==> src/rtl/l1_data_mem_responder_pkg.sv <==
// Shared types for the L1 data-side memory responder.
// Request entry layout and lane placement helpers.
package l1_data_mem_responder_pkg;

  typedef enum logic {
    RW_READ  = 1'b0,
    RW_WRITE = 1'b1
  } rw_e;

  typedef enum logic [1:0] {
    ORDER_BYTE = 2'd0,
    ORDER_HALF = 2'd1,
    ORDER_WORD = 2'd2
  } order_e;

  // 122-bit queued request
  typedef struct packed {
    order_e      order;
    logic [3:0]  mask;
    rw_e         rw;
    logic [13:0] tid;
    logic [1:0]  mmumod;
    logic [2:0]  mmups;
    logic [31:0] pdt;
    logic [31:0] addr;
    logic [31:0] data;
  } req_t;

  function automatic logic [7:0] lane_mask(
    input req_t r
  );
    if (r.rw == RW_READ) return 8'hFF;
    return r.addr[2] ? {r.mask, 4'h0}
                     : {4'h0, r.mask};
  endfunction

  function automatic logic [63:0] lane_data(
    input req_t r
  );
    if (r.rw == RW_READ) return 64'h0;
    return r.addr[2] ? {r.data, 32'h0}
                     : {32'h0, r.data};
  endfunction

endpackage

==> src/rtl/l1_data_mem_responder_if.sv <==
// Cache-side and memory-side bus of the responder.
// slave: responder view; master: cache/memory view.
interface l1_data_mem_responder_if;
  logic        iREMOVE;
  logic        iDATA_REQ;
  logic        oDATA_LOCK;
  logic [1:0]  iDATA_ORDER;
  logic [3:0]  iDATA_MASK;
  logic        iDATA_RW;
  logic [13:0] iDATA_TID;
  logic [1:0]  iDATA_MMUMOD;
  logic [2:0]  iDATA_MMUPS;
  logic [31:0] iDATA_PDT;
  logic [31:0] iDATA_ADDR;
  logic [31:0] iDATA_DATA;
  logic        oDATA_VALID;
  logic [23:0] oDATA_MMU_FLAGS;
  logic [63:0] oDATA_DATA;
  logic        oMEM_REQ;
  logic        iMEM_BUSY;
  logic        oMEM_RW;
  logic [7:0]  oMEM_MASK;
  logic [50:0] oMEM_CTRL;
  logic [31:0] oMEM_ADDR;
  logic [63:0] oMEM_DATA;
  logic        iMEM_VALID;
  logic [23:0] iMEM_MMU_FLAGS;
  logic [63:0] iMEM_DATA;

  modport slave (
    input  iREMOVE, iDATA_REQ, iDATA_ORDER,
    input  iDATA_MASK, iDATA_RW, iDATA_TID,
    input  iDATA_MMUMOD, iDATA_MMUPS,
    input  iDATA_PDT, iDATA_ADDR, iDATA_DATA,
    input  iMEM_BUSY, iMEM_VALID,
    input  iMEM_MMU_FLAGS, iMEM_DATA,
    output oDATA_LOCK, oDATA_VALID,
    output oDATA_MMU_FLAGS, oDATA_DATA,
    output oMEM_REQ, oMEM_RW, oMEM_MASK,
    output oMEM_CTRL, oMEM_ADDR, oMEM_DATA
  );

  modport master (
    output iREMOVE, iDATA_REQ, iDATA_ORDER,
    output iDATA_MASK, iDATA_RW, iDATA_TID,
    output iDATA_MMUMOD, iDATA_MMUPS,
    output iDATA_PDT, iDATA_ADDR, iDATA_DATA,
    output iMEM_BUSY, iMEM_VALID,
    output iMEM_MMU_FLAGS, iMEM_DATA,
    input  oDATA_LOCK, oDATA_VALID,
    input  oDATA_MMU_FLAGS, oDATA_DATA,
    input  oMEM_REQ, oMEM_RW, oMEM_MASK,
    input  oMEM_CTRL, oMEM_ADDR, oMEM_DATA
  );
endinterface

==> src/rtl/l1_data_mem_req_fifo.sv <==
// Request FIFO with flush; flush beats push/pop.
// Full FIFO still accepts a push paired with a pop.
module l1_data_mem_req_fifo
  import l1_data_mem_responder_pkg::*;
#(
  parameter int P_DEPTH = 4
) (
  input  logic                     clk,
  input  logic                     rst,
  input  logic                     push,
  input  logic                     pop,
  input  logic                     flush,
  input  req_t                     din,
  output req_t                     dout,
  output logic [$clog2(P_DEPTH):0] count,
  output logic                     full,
  output logic                     empty
);
  localparam int AW = $clog2(P_DEPTH);
  localparam logic [AW:0] DEPTH = P_DEPTH[AW:0];

  req_t          mem_q [P_DEPTH];
  logic [AW-1:0] wr_ptr_q, wr_ptr_d;
  logic [AW-1:0] rd_ptr_q, rd_ptr_d;
  logic [AW:0]   count_q, count_d;
  logic          do_push, do_pop;

  assign full    = count_q == DEPTH;
  assign empty   = count_q == '0;
  assign count   = count_q;
  assign dout    = mem_q[rd_ptr_q];
  assign do_pop  = pop && !empty;
  assign do_push = push && (!full || do_pop);

  always_comb begin
    wr_ptr_d = wr_ptr_q;
    rd_ptr_d = rd_ptr_q;
    count_d  = count_q;
    if (flush) begin
      wr_ptr_d = '0;
      rd_ptr_d = '0;
      count_d  = '0;
    end else begin
      if (do_push) wr_ptr_d = wr_ptr_q + AW'(1);
      if (do_pop)  rd_ptr_d = rd_ptr_q + AW'(1);
      unique case (1'b1)
        do_push && !do_pop: count_d = count_q + 1'b1;
        do_pop && !do_push: count_d = count_q - 1'b1;
        default:            count_d = count_q;
      endcase
    end
  end

  always_ff @(posedge clk) begin
    if (rst) begin
      wr_ptr_q <= '0;
      rd_ptr_q <= '0;
      count_q  <= '0;
    end else begin
      wr_ptr_q <= wr_ptr_d;
      rd_ptr_q <= rd_ptr_d;
      count_q  <= count_d;
    end
  end

  always_ff @(posedge clk) begin
    if (do_push && !flush) mem_q[wr_ptr_q] <= din;
  end

endmodule

==> src/rtl/l1_data_mem_responder.sv <==
// Queues L1 data requests and runs them one at a
// time against memory, returning responses in order.
module l1_data_mem_responder
  import l1_data_mem_responder_pkg::*;
#(
  parameter int P_DEPTH = 4
) (
  input logic                    iCLOCK,
  input logic                    iRESET_SYNC,
  l1_data_mem_responder_if.slave bus
);
  typedef enum logic [1:0] {
    S_IDLE, S_ISSUE, S_WAIT, S_RESP
  } state_e;

  state_e      state_q, state_d;
  logic        drop_q, drop_d;
  logic        rw_q, rw_d;
  logic [63:0] rdata_q, rdata_d;
  logic [23:0] flags_q, flags_d;

  req_t din, head;
  logic full, empty, push, pop;
  logic issue, more;
  logic [$clog2(P_DEPTH):0] count_unused;

  always_comb begin
    din.order  = order_e'(bus.iDATA_ORDER);
    din.mask   = bus.iDATA_MASK;
    din.rw     = rw_e'(bus.iDATA_RW);
    din.tid    = bus.iDATA_TID;
    din.mmumod = bus.iDATA_MMUMOD;
    din.mmups  = bus.iDATA_MMUPS;
    din.pdt    = bus.iDATA_PDT;
    din.addr   = bus.iDATA_ADDR;
    din.data   = bus.iDATA_DATA;
  end

  assign issue = state_q == S_ISSUE;
  assign push  = bus.iDATA_REQ && !full;
  assign pop   = issue && !bus.iMEM_BUSY;
  // FIFO will hold something after this edge
  assign more  = !bus.iREMOVE && (push || !empty);

  l1_data_mem_req_fifo #(.P_DEPTH(P_DEPTH)) u_fifo (
    .clk   (iCLOCK),
    .rst   (iRESET_SYNC),
    .push  (push),
    .pop   (pop),
    .flush (bus.iREMOVE),
    .din   (din),
    .dout  (head),
    .count (count_unused),
    .full  (full),
    .empty (empty)
  );

  always_comb begin
    state_d = state_q;
    drop_d  = drop_q;
    rw_d    = rw_q;
    rdata_d = rdata_q;
    flags_d = flags_q;
    unique case (state_q)
      S_IDLE: if (more) state_d = S_ISSUE;
      S_ISSUE: begin
        if (pop) begin
          state_d = S_WAIT;
          rw_d    = head.rw == RW_WRITE;
          drop_d  = bus.iREMOVE;
        end else if (bus.iREMOVE) begin
          state_d = S_IDLE;
        end
      end
      S_WAIT: begin
        if (bus.iREMOVE) drop_d = 1'b1;
        if (bus.iMEM_VALID) begin
          if (drop_q || bus.iREMOVE) begin
            // removed transaction: finish silently
            drop_d  = 1'b0;
            state_d = more ? S_ISSUE : S_IDLE;
          end else begin
            state_d = S_RESP;
            rdata_d = rw_q ? 64'h0 : bus.iMEM_DATA;
            flags_d = bus.iMEM_MMU_FLAGS;
          end
        end
      end
      S_RESP: state_d = more ? S_ISSUE : S_IDLE;
      default: state_d = S_IDLE;
    endcase
  end

  always_ff @(posedge iCLOCK) begin
    if (iRESET_SYNC) begin
      state_q <= S_IDLE;
      drop_q  <= 1'b0;
      rw_q    <= 1'b0;
      rdata_q <= '0;
      flags_q <= '0;
    end else begin
      state_q <= state_d;
      drop_q  <= drop_d;
      rw_q    <= rw_d;
      rdata_q <= rdata_d;
      flags_q <= flags_d;
    end
  end

  assign bus.oDATA_LOCK      = full;
  assign bus.oDATA_VALID     = state_q == S_RESP;
  assign bus.oDATA_DATA      = rdata_q;
  assign bus.oDATA_MMU_FLAGS = flags_q;

  assign bus.oMEM_REQ  = issue;
  assign bus.oMEM_RW   = issue && head.rw == RW_WRITE;
  assign bus.oMEM_MASK = issue ? lane_mask(head) : '0;
  assign bus.oMEM_DATA = issue ? lane_data(head) : '0;
  assign bus.oMEM_ADDR = issue ? {head.addr[31:3], 3'b000}
                               : '0;
  assign bus.oMEM_CTRL = issue ? {head.tid, head.mmumod,
                                  head.mmups, head.pdt}
                               : '0;

endmodule

==> src/flat_wrapper.sv <==
// flat-port wrapper written by rule: the top's interface ports become plain ports
module l1_data_mem_responder_flat import l1_data_mem_responder_pkg::*;
#(
  parameter int P_DEPTH = 4
)
  (iCLOCK, iRESET_SYNC, bus_iREMOVE, bus_iDATA_REQ, bus_iDATA_ORDER, bus_iDATA_MASK, bus_iDATA_RW, bus_iDATA_TID, bus_iDATA_MMUMOD, bus_iDATA_MMUPS, bus_iDATA_PDT, bus_iDATA_ADDR, bus_iDATA_DATA, bus_iMEM_BUSY, bus_iMEM_VALID, bus_iMEM_MMU_FLAGS, bus_iMEM_DATA, bus_oDATA_LOCK, bus_oDATA_VALID, bus_oDATA_MMU_FLAGS, bus_oDATA_DATA, bus_oMEM_REQ, bus_oMEM_RW, bus_oMEM_MASK, bus_oMEM_CTRL, bus_oMEM_ADDR, bus_oMEM_DATA);
  l1_data_mem_responder_if bus_i ();
  input logic iCLOCK;
  input logic iRESET_SYNC;
  input wire logic [$bits(bus_i.iREMOVE)-1:0] bus_iREMOVE;
  input wire logic [$bits(bus_i.iDATA_REQ)-1:0] bus_iDATA_REQ;
  input wire logic [$bits(bus_i.iDATA_ORDER)-1:0] bus_iDATA_ORDER;
  input wire logic [$bits(bus_i.iDATA_MASK)-1:0] bus_iDATA_MASK;
  input wire logic [$bits(bus_i.iDATA_RW)-1:0] bus_iDATA_RW;
  input wire logic [$bits(bus_i.iDATA_TID)-1:0] bus_iDATA_TID;
  input wire logic [$bits(bus_i.iDATA_MMUMOD)-1:0] bus_iDATA_MMUMOD;
  input wire logic [$bits(bus_i.iDATA_MMUPS)-1:0] bus_iDATA_MMUPS;
  input wire logic [$bits(bus_i.iDATA_PDT)-1:0] bus_iDATA_PDT;
  input wire logic [$bits(bus_i.iDATA_ADDR)-1:0] bus_iDATA_ADDR;
  input wire logic [$bits(bus_i.iDATA_DATA)-1:0] bus_iDATA_DATA;
  input wire logic [$bits(bus_i.iMEM_BUSY)-1:0] bus_iMEM_BUSY;
  input wire logic [$bits(bus_i.iMEM_VALID)-1:0] bus_iMEM_VALID;
  input wire logic [$bits(bus_i.iMEM_MMU_FLAGS)-1:0] bus_iMEM_MMU_FLAGS;
  input wire logic [$bits(bus_i.iMEM_DATA)-1:0] bus_iMEM_DATA;
  output wire logic [$bits(bus_i.oDATA_LOCK)-1:0] bus_oDATA_LOCK;
  output wire logic [$bits(bus_i.oDATA_VALID)-1:0] bus_oDATA_VALID;
  output wire logic [$bits(bus_i.oDATA_MMU_FLAGS)-1:0] bus_oDATA_MMU_FLAGS;
  output wire logic [$bits(bus_i.oDATA_DATA)-1:0] bus_oDATA_DATA;
  output wire logic [$bits(bus_i.oMEM_REQ)-1:0] bus_oMEM_REQ;
  output wire logic [$bits(bus_i.oMEM_RW)-1:0] bus_oMEM_RW;
  output wire logic [$bits(bus_i.oMEM_MASK)-1:0] bus_oMEM_MASK;
  output wire logic [$bits(bus_i.oMEM_CTRL)-1:0] bus_oMEM_CTRL;
  output wire logic [$bits(bus_i.oMEM_ADDR)-1:0] bus_oMEM_ADDR;
  output wire logic [$bits(bus_i.oMEM_DATA)-1:0] bus_oMEM_DATA;
  assign bus_i.iREMOVE = bus_iREMOVE;
  assign bus_i.iDATA_REQ = bus_iDATA_REQ;
  assign bus_i.iDATA_ORDER = bus_iDATA_ORDER;
  assign bus_i.iDATA_MASK = bus_iDATA_MASK;
  assign bus_i.iDATA_RW = bus_iDATA_RW;
  assign bus_i.iDATA_TID = bus_iDATA_TID;
  assign bus_i.iDATA_MMUMOD = bus_iDATA_MMUMOD;
  assign bus_i.iDATA_MMUPS = bus_iDATA_MMUPS;
  assign bus_i.iDATA_PDT = bus_iDATA_PDT;
  assign bus_i.iDATA_ADDR = bus_iDATA_ADDR;
  assign bus_i.iDATA_DATA = bus_iDATA_DATA;
  assign bus_i.iMEM_BUSY = bus_iMEM_BUSY;
  assign bus_i.iMEM_VALID = bus_iMEM_VALID;
  assign bus_i.iMEM_MMU_FLAGS = bus_iMEM_MMU_FLAGS;
  assign bus_i.iMEM_DATA = bus_iMEM_DATA;
  assign bus_oDATA_LOCK = bus_i.oDATA_LOCK;
  assign bus_oDATA_VALID = bus_i.oDATA_VALID;
  assign bus_oDATA_MMU_FLAGS = bus_i.oDATA_MMU_FLAGS;
  assign bus_oDATA_DATA = bus_i.oDATA_DATA;
  assign bus_oMEM_REQ = bus_i.oMEM_REQ;
  assign bus_oMEM_RW = bus_i.oMEM_RW;
  assign bus_oMEM_MASK = bus_i.oMEM_MASK;
  assign bus_oMEM_CTRL = bus_i.oMEM_CTRL;
  assign bus_oMEM_ADDR = bus_i.oMEM_ADDR;
  assign bus_oMEM_DATA = bus_i.oMEM_DATA;
  l1_data_mem_responder #(.P_DEPTH(P_DEPTH)) u_core (.iCLOCK(iCLOCK), .iRESET_SYNC(iRESET_SYNC), .bus(bus_i));
endmodule
==> config.mk <==
export PLATFORM = sky130hd
export DESIGN_NAME = l1_data_mem_responder_flat
export DESIGN_NICKNAME = d
export VERILOG_FILES = /design/src/rtl/l1_data_mem_responder_pkg.sv /design/src/rtl/l1_data_mem_responder_if.sv /design/src/rtl/l1_data_mem_req_fifo.sv /design/src/rtl/l1_data_mem_responder.sv /design/src/flat_wrapper.sv
export SDC_FILE = /design/constraint.sdc
export NUM_CORES = 1
export LEC_CHECK = 0
export CORE_MARGIN = 10
export CORE_UTILIZATION = 52
export DETAILED_ROUTE_END_ITERATION = 12
export HOLD_SLACK_MARGIN = 0.1
export PLACE_DENSITY_LB_ADDON = 0.25
export SYNTH_ARGS = -nofsm -noshare
export SYNTH_HDL_FRONTEND = slang
export SYNTH_HIERARCHICAL = 1
export SYNTH_SLANG_ARGS = --single-unit
==> constraint.sdc <==
create_clock -name iCLOCK -period 6.8 [get_ports iCLOCK]
set_clock_uncertainty 0.15 [all_clocks]
set_input_delay 1.7 -clock iCLOCK [delete_from_list [all_inputs] [get_ports iCLOCK]]
set_output_delay 1.7 -clock iCLOCK [all_outputs]
set_load 0.02 [all_outputs]
# Word-level counts from Yosys, hierarchy flattened
# Memory sizes are Yosys's and may differ from the RTL's. A register that Yosys moved wholly into a read port is not among the register bits.
# Cells that the tools add are included.
[totals] regBits=99 ramBits=488 in_bits=216 output_inout_bits=247 wordCells=75 n_memories=1
[memory_table] memory="u_core.u_fifo.mem_q" depth=4 width=122 read_ports=1 rd_ports_with_merged_regs=1 write_ports=1 line_no="l1_data_mem_req_fifo.sv:22" source="req_t mem_q [P_DEPTH];"
[op_classes] n_addsub=4 eq_ne=8 n_mux=26 bitwise=1 n_reduce_logical=27
[ops] cell="$mux 64" n=4
[ops] cell="$mux 51" n=1
[ops] cell="$mux 32" n=1
[ops] cell="$mux 8" n=3
[ops] cell="$mux 2" n=7
[ops] cell="$logic_and 1x1->1" n=9
[ops] cell="$pmux 2 s4" n=1
[ops] cell="$mux 1" n=7
[ops] cell="$logic_not 1->1" n=6
[ops] cell="$pmux 3 s2" n=1
[ops] cell="$reduce_and 3->1" n=2
[ops] cell="$add 2x1->2 const B" n=2
[ops] cell="$eq 2x2->1 const B" n=2
[ops] cell="$ne 2x2->1 const B" n=2
[ops] cell="$reduce_and 2->1" n=2
[ops] cell="$reduce_bool 2->1" n=2
[ops] cell="$add 3x1->3 const B" n=1
[ops] cell="$eq 3x3->1 const B" n=1
[ops] cell="$logic_not 3->1" n=1
[ops] cell="$logic_or 1x1->1" n=3
[ops] cell="$ne 3x3->1 const B" n=1
[ops] cell="$sub 3x1->3 const B" n=1
[ops] cell="$eq 2x1->1 const B" n=1
[ops] cell="$logic_not 2->1" n=1
[ops] cell="4 further kinds" n=4

# Logic depth before layout (Yosys ltp)
[depth] word_depth=9 depth_mapped=12 depth_no_buf=11

# Modules after synthesis
# Netlist, hierarchy kept.
[modules_own_cells] module="l1_data_mem_req_fifo" n_inst=1 cells_per_inst=705 area_per_inst_um2=18172.4 seq_area_each_um2=14834.2
[modules_own_cells] module="l1_data_mem_responder" n_inst=1 cells_per_inst=611 area_per_inst_um2=4677.0 seq_area_each_um2=1841.8

# Least setup slack after synthesis
# No wires, ideal clock.
[synth_path] kind="input to register" from="input bus_iDATA_REQ" to="memory u_core/u_fifo/mem_q[0][0] in the netlist's numbering, enable pin" setup_time_ps=496 t_arrival_ps=5114 required_time_ps=6154 path_slack_ps=1040 cell_stages=6 n_path_buf=1 path_cell_list="nand2b_1 inv_1 buf_2 o41ai_4 nor2_1 and2_1"
[synth_between] elab_chain_cells=5
[synth_rtl] element="start: declaration" line_no="flat_wrapper.sv:11" source="input wire logic [$bits(bus_i.iDATA_REQ)-1:0] bus_iDATA_REQ;"
[synth_rtl] element="$logic_and 1x1->1" line_no="l1_data_mem_responder.sv:40" source="assign push = bus.iDATA_REQ && !full;"
[synth_rtl] element="via u_core.push" line_no="l1_data_mem_responder.sv:23" source="logic full, empty, push, pop;"
[synth_rtl] element="$logic_and 1x1->1" line_no="l1_data_mem_req_fifo.sv:33" source="assign do_push = push && (!full || do_pop);"
[synth_rtl] element="$logic_and 1x1->1" line_no="l1_data_mem_req_fifo.sv:67" source="if (do_push && !flush) mem_q[wr_ptr_q] <= din;"
[synth_rtl] element="$mux 1" line_no="l1_data_mem_req_fifo.sv:67"
[synth_rtl] element="$mux 1 (not written as such)" line_no="l1_data_mem_req_fifo.sv:67"
[synth_rtl] element="end: declaration" line_no="l1_data_mem_req_fifo.sv:22"
# The timed path passes the listed nets, and every way through them passes these cells.

==> impl_metrics.env <==
export IMPL_outcome="completed"
export IMPL_start_util_pct=52.88
export IMPL_cts_max_path_buffers=3
export IMPL_cp_max_fo=36
export IMPL_drive_above_1_share_pct=12.83
export IMPL_rsz0062_at_grt="false"
export IMPL_core_sq_mm=0.04213
export IMPL_path_clk_slew_ps=60
export IMPL_multi_input_area_sq_mm=0.005554
export IMPL_drt_iter0_drc=1072
export IMPL_critical_path_arrival_ps=3810
export IMPL_regArea_sq_mm=0.01620
export IMPL_grt_max_degree=89
export IMPL_first_pass_iters=5
export IMPL_ant_nets=0
export IMPL_p_leak_nw=9.180
export IMPL_fin_crit_sh_pct=83.27
export IMPL_hpwl_um=36700
export IMPL_clock_sinks=573
export IMPL_fin_nets=1964
export IMPL_remaining_drc_errors=0
export IMPL_endpoint_kind="output pin"
export IMPL_finalHoldViolCount=0
export IMPL_antenna_found_initial=14
export IMPL_grt_pass1_vias=13002
export IMPL_syn2layout_area_growth_pct=30.03
export IMPL_tightest_slew_ps=1087
export IMPL_max_cap_violations=0
export IMPL_crit_slowest_cell="dfxtp_4"
export IMPL_cts_made_buffers=57
export IMPL_port_buffers=455
export IMPL_setup_viol=0
export IMPL_worst_r2r_setup_slack_ps=3050
export IMPL_post_cts_resized=0
export IMPL_synth_area_sq_mm=0.02228
export IMPL_yosysWarnings=6
export IMPL_hold_buffers=0
export IMPL_cp_data_required_time_ps=4950
export IMPL_critPathKind="flip-flop to output pin"
export IMPL_cts_root_buf="clkbuf_16"
export IMPL_startpoint_type="flip-flop"
export IMPL_die_width_um=227.0
export IMPL_worstPathCellList="mux4_2 > and2b_1 > and2_1 > clkdlybuf4s50_1"
export IMPL_grt_usage_pct=20.90
export IMPL_fin_cells=2332
export IMPL_relSlewSlack_pct=27.51
export IMPL_grt_remaining_overflow=0
export IMPL_hold_path_class="flip-flop to flip-flop"
export IMPL_vias=12770
export IMPL_tns_ps=0
export IMPL_hold_ws_ps=299.7
export IMPL_totalWireLength_um=55080
export IMPL_tritoncts="built"
export IMPL_total_power_mw=7.319
export IMPL_post_cts_buffers=0
export IMPL_cpPeakStageDelay_ps=830
export IMPL_fp_row_count=75
export IMPL_irDropWorstVdd_uv=286.0
export IMPL_dieArea_sq_mm=0.05152
export IMPL_cts_htree_levels=2
export IMPL_power_density_mw_per_mm2=252.7
export IMPL_dp_cells=2223
export IMPL_syn_area_per_cell_sq_um=17.19
export IMPL_gp_congestion=0.8725
export IMPL_io_pins=463
export IMPL_fp_dieH_um=227.0
export IMPL_synthCells=1296
export IMPL_num_fill_cells=2793
export IMPL_fmax_mhz=176.6
export IMPL_grt_pass1_wl_um=80870
export IMPL_clock_latency_ps=600
export IMPL_maxSlewViolCount=0
export IMPL_vias_per_cell=5.476
export IMPL_period_minus_slack_ps=5662
export IMPL_wl_per_cell_um=23.62
layer usage:
metal	track usage (%)	wire (um)	share of wire, %
met1	25.64	21250	39
met2	34.71	27880	51
met3	6.794	4621	8.4
met4	6.771	1237	2.2
met5	0	89	0.16
report_power, final:
group	switching (mW)	internal [mW]
sequential	0.0189	3.85
clock	1.24	1.72
combinational	0.237	0.252
final cells by class:
type,count,share of cell area (%)
diodes,8,0.06911
clock buffers,70,5.239
clock inverters,31,0.8293
inverters,9,0.1166
multi-input cells,627,19.17
flip-flops and latches,573,55.94
well taps,539,2.328
repair buffers,475,16.31
path summary, 6_finish.rpt:
| check | from | end | cells after the start |
|---|---|---|---|
| max | flip-flop | bus_oMEM_DATA[22] | 4 |
| min | u_core/bus.oDATA_DATA[13] | u_core/bus.oDATA_DATA[13] | 2 |
| max reg2reg | u_core/state_q[0] | u_core/u_fifo/mem_q[2][38] | 6 |
| min reg2reg | u_core/bus.oDATA_DATA[13] | u_core/bus.oDATA_DATA[13] | 2 |
placed cells by master (no fill, tap or decap), types with 3 or more instances in the layout:
master and instances:
nand3b_1 64, nand3_1 3, clkdlybuf4s50_1 454, nand2_1 123
buf_4 18, ha_1 4, edfxtp_1 472, conb_1 3
xnor2_1 3, and2_4 4, clkbuf_1 11, clkinv_1 18
nand2b_1 10, or2_2 3, and2_1 146, inv_1 7
bufinv_16 4, nor2_1 11, clkinv_2 7, o21ai_0 6
a21oi_1 104, diode_2 8, mux4_2 118, dfxtp_1 98
clkbuf_16 59
per-stage QoR:
step                worst slack, ps  utilization [%]  instance area (sq um)
finish                         1138            68.75                  28970
floorplan                      1134                -                  22290
CTS                           989.6            68.71                  28950
global placement               1705            64.53                  27190
detailed placement             1641            64.53                  27190
global route                  768.8            68.75                  28970
state kept, by name (all words and copies together) (netlist names), named ones only:
register,flops
u_core/state_q,2
u_core/drop_q,1
u_core/rw_q,1
u_core/bus.oDATA_MMU_FLAGS,24
u_core/u_fifo/mem_q,472
u_core/u_fifo/wr_ptr_q,2
u_core/bus.oDATA_DATA,64
u_core/u_fifo/rd_ptr_q,2
u_core/u_fifo/count,3
worst max-delay path: cells and delay by family, from the launching register on:
family	cells	cell delay [ps]
simple gates	2	1020
flops	1	830
mux	1	710
buf+inv	1	610
(Power assumes the default switching activity.)
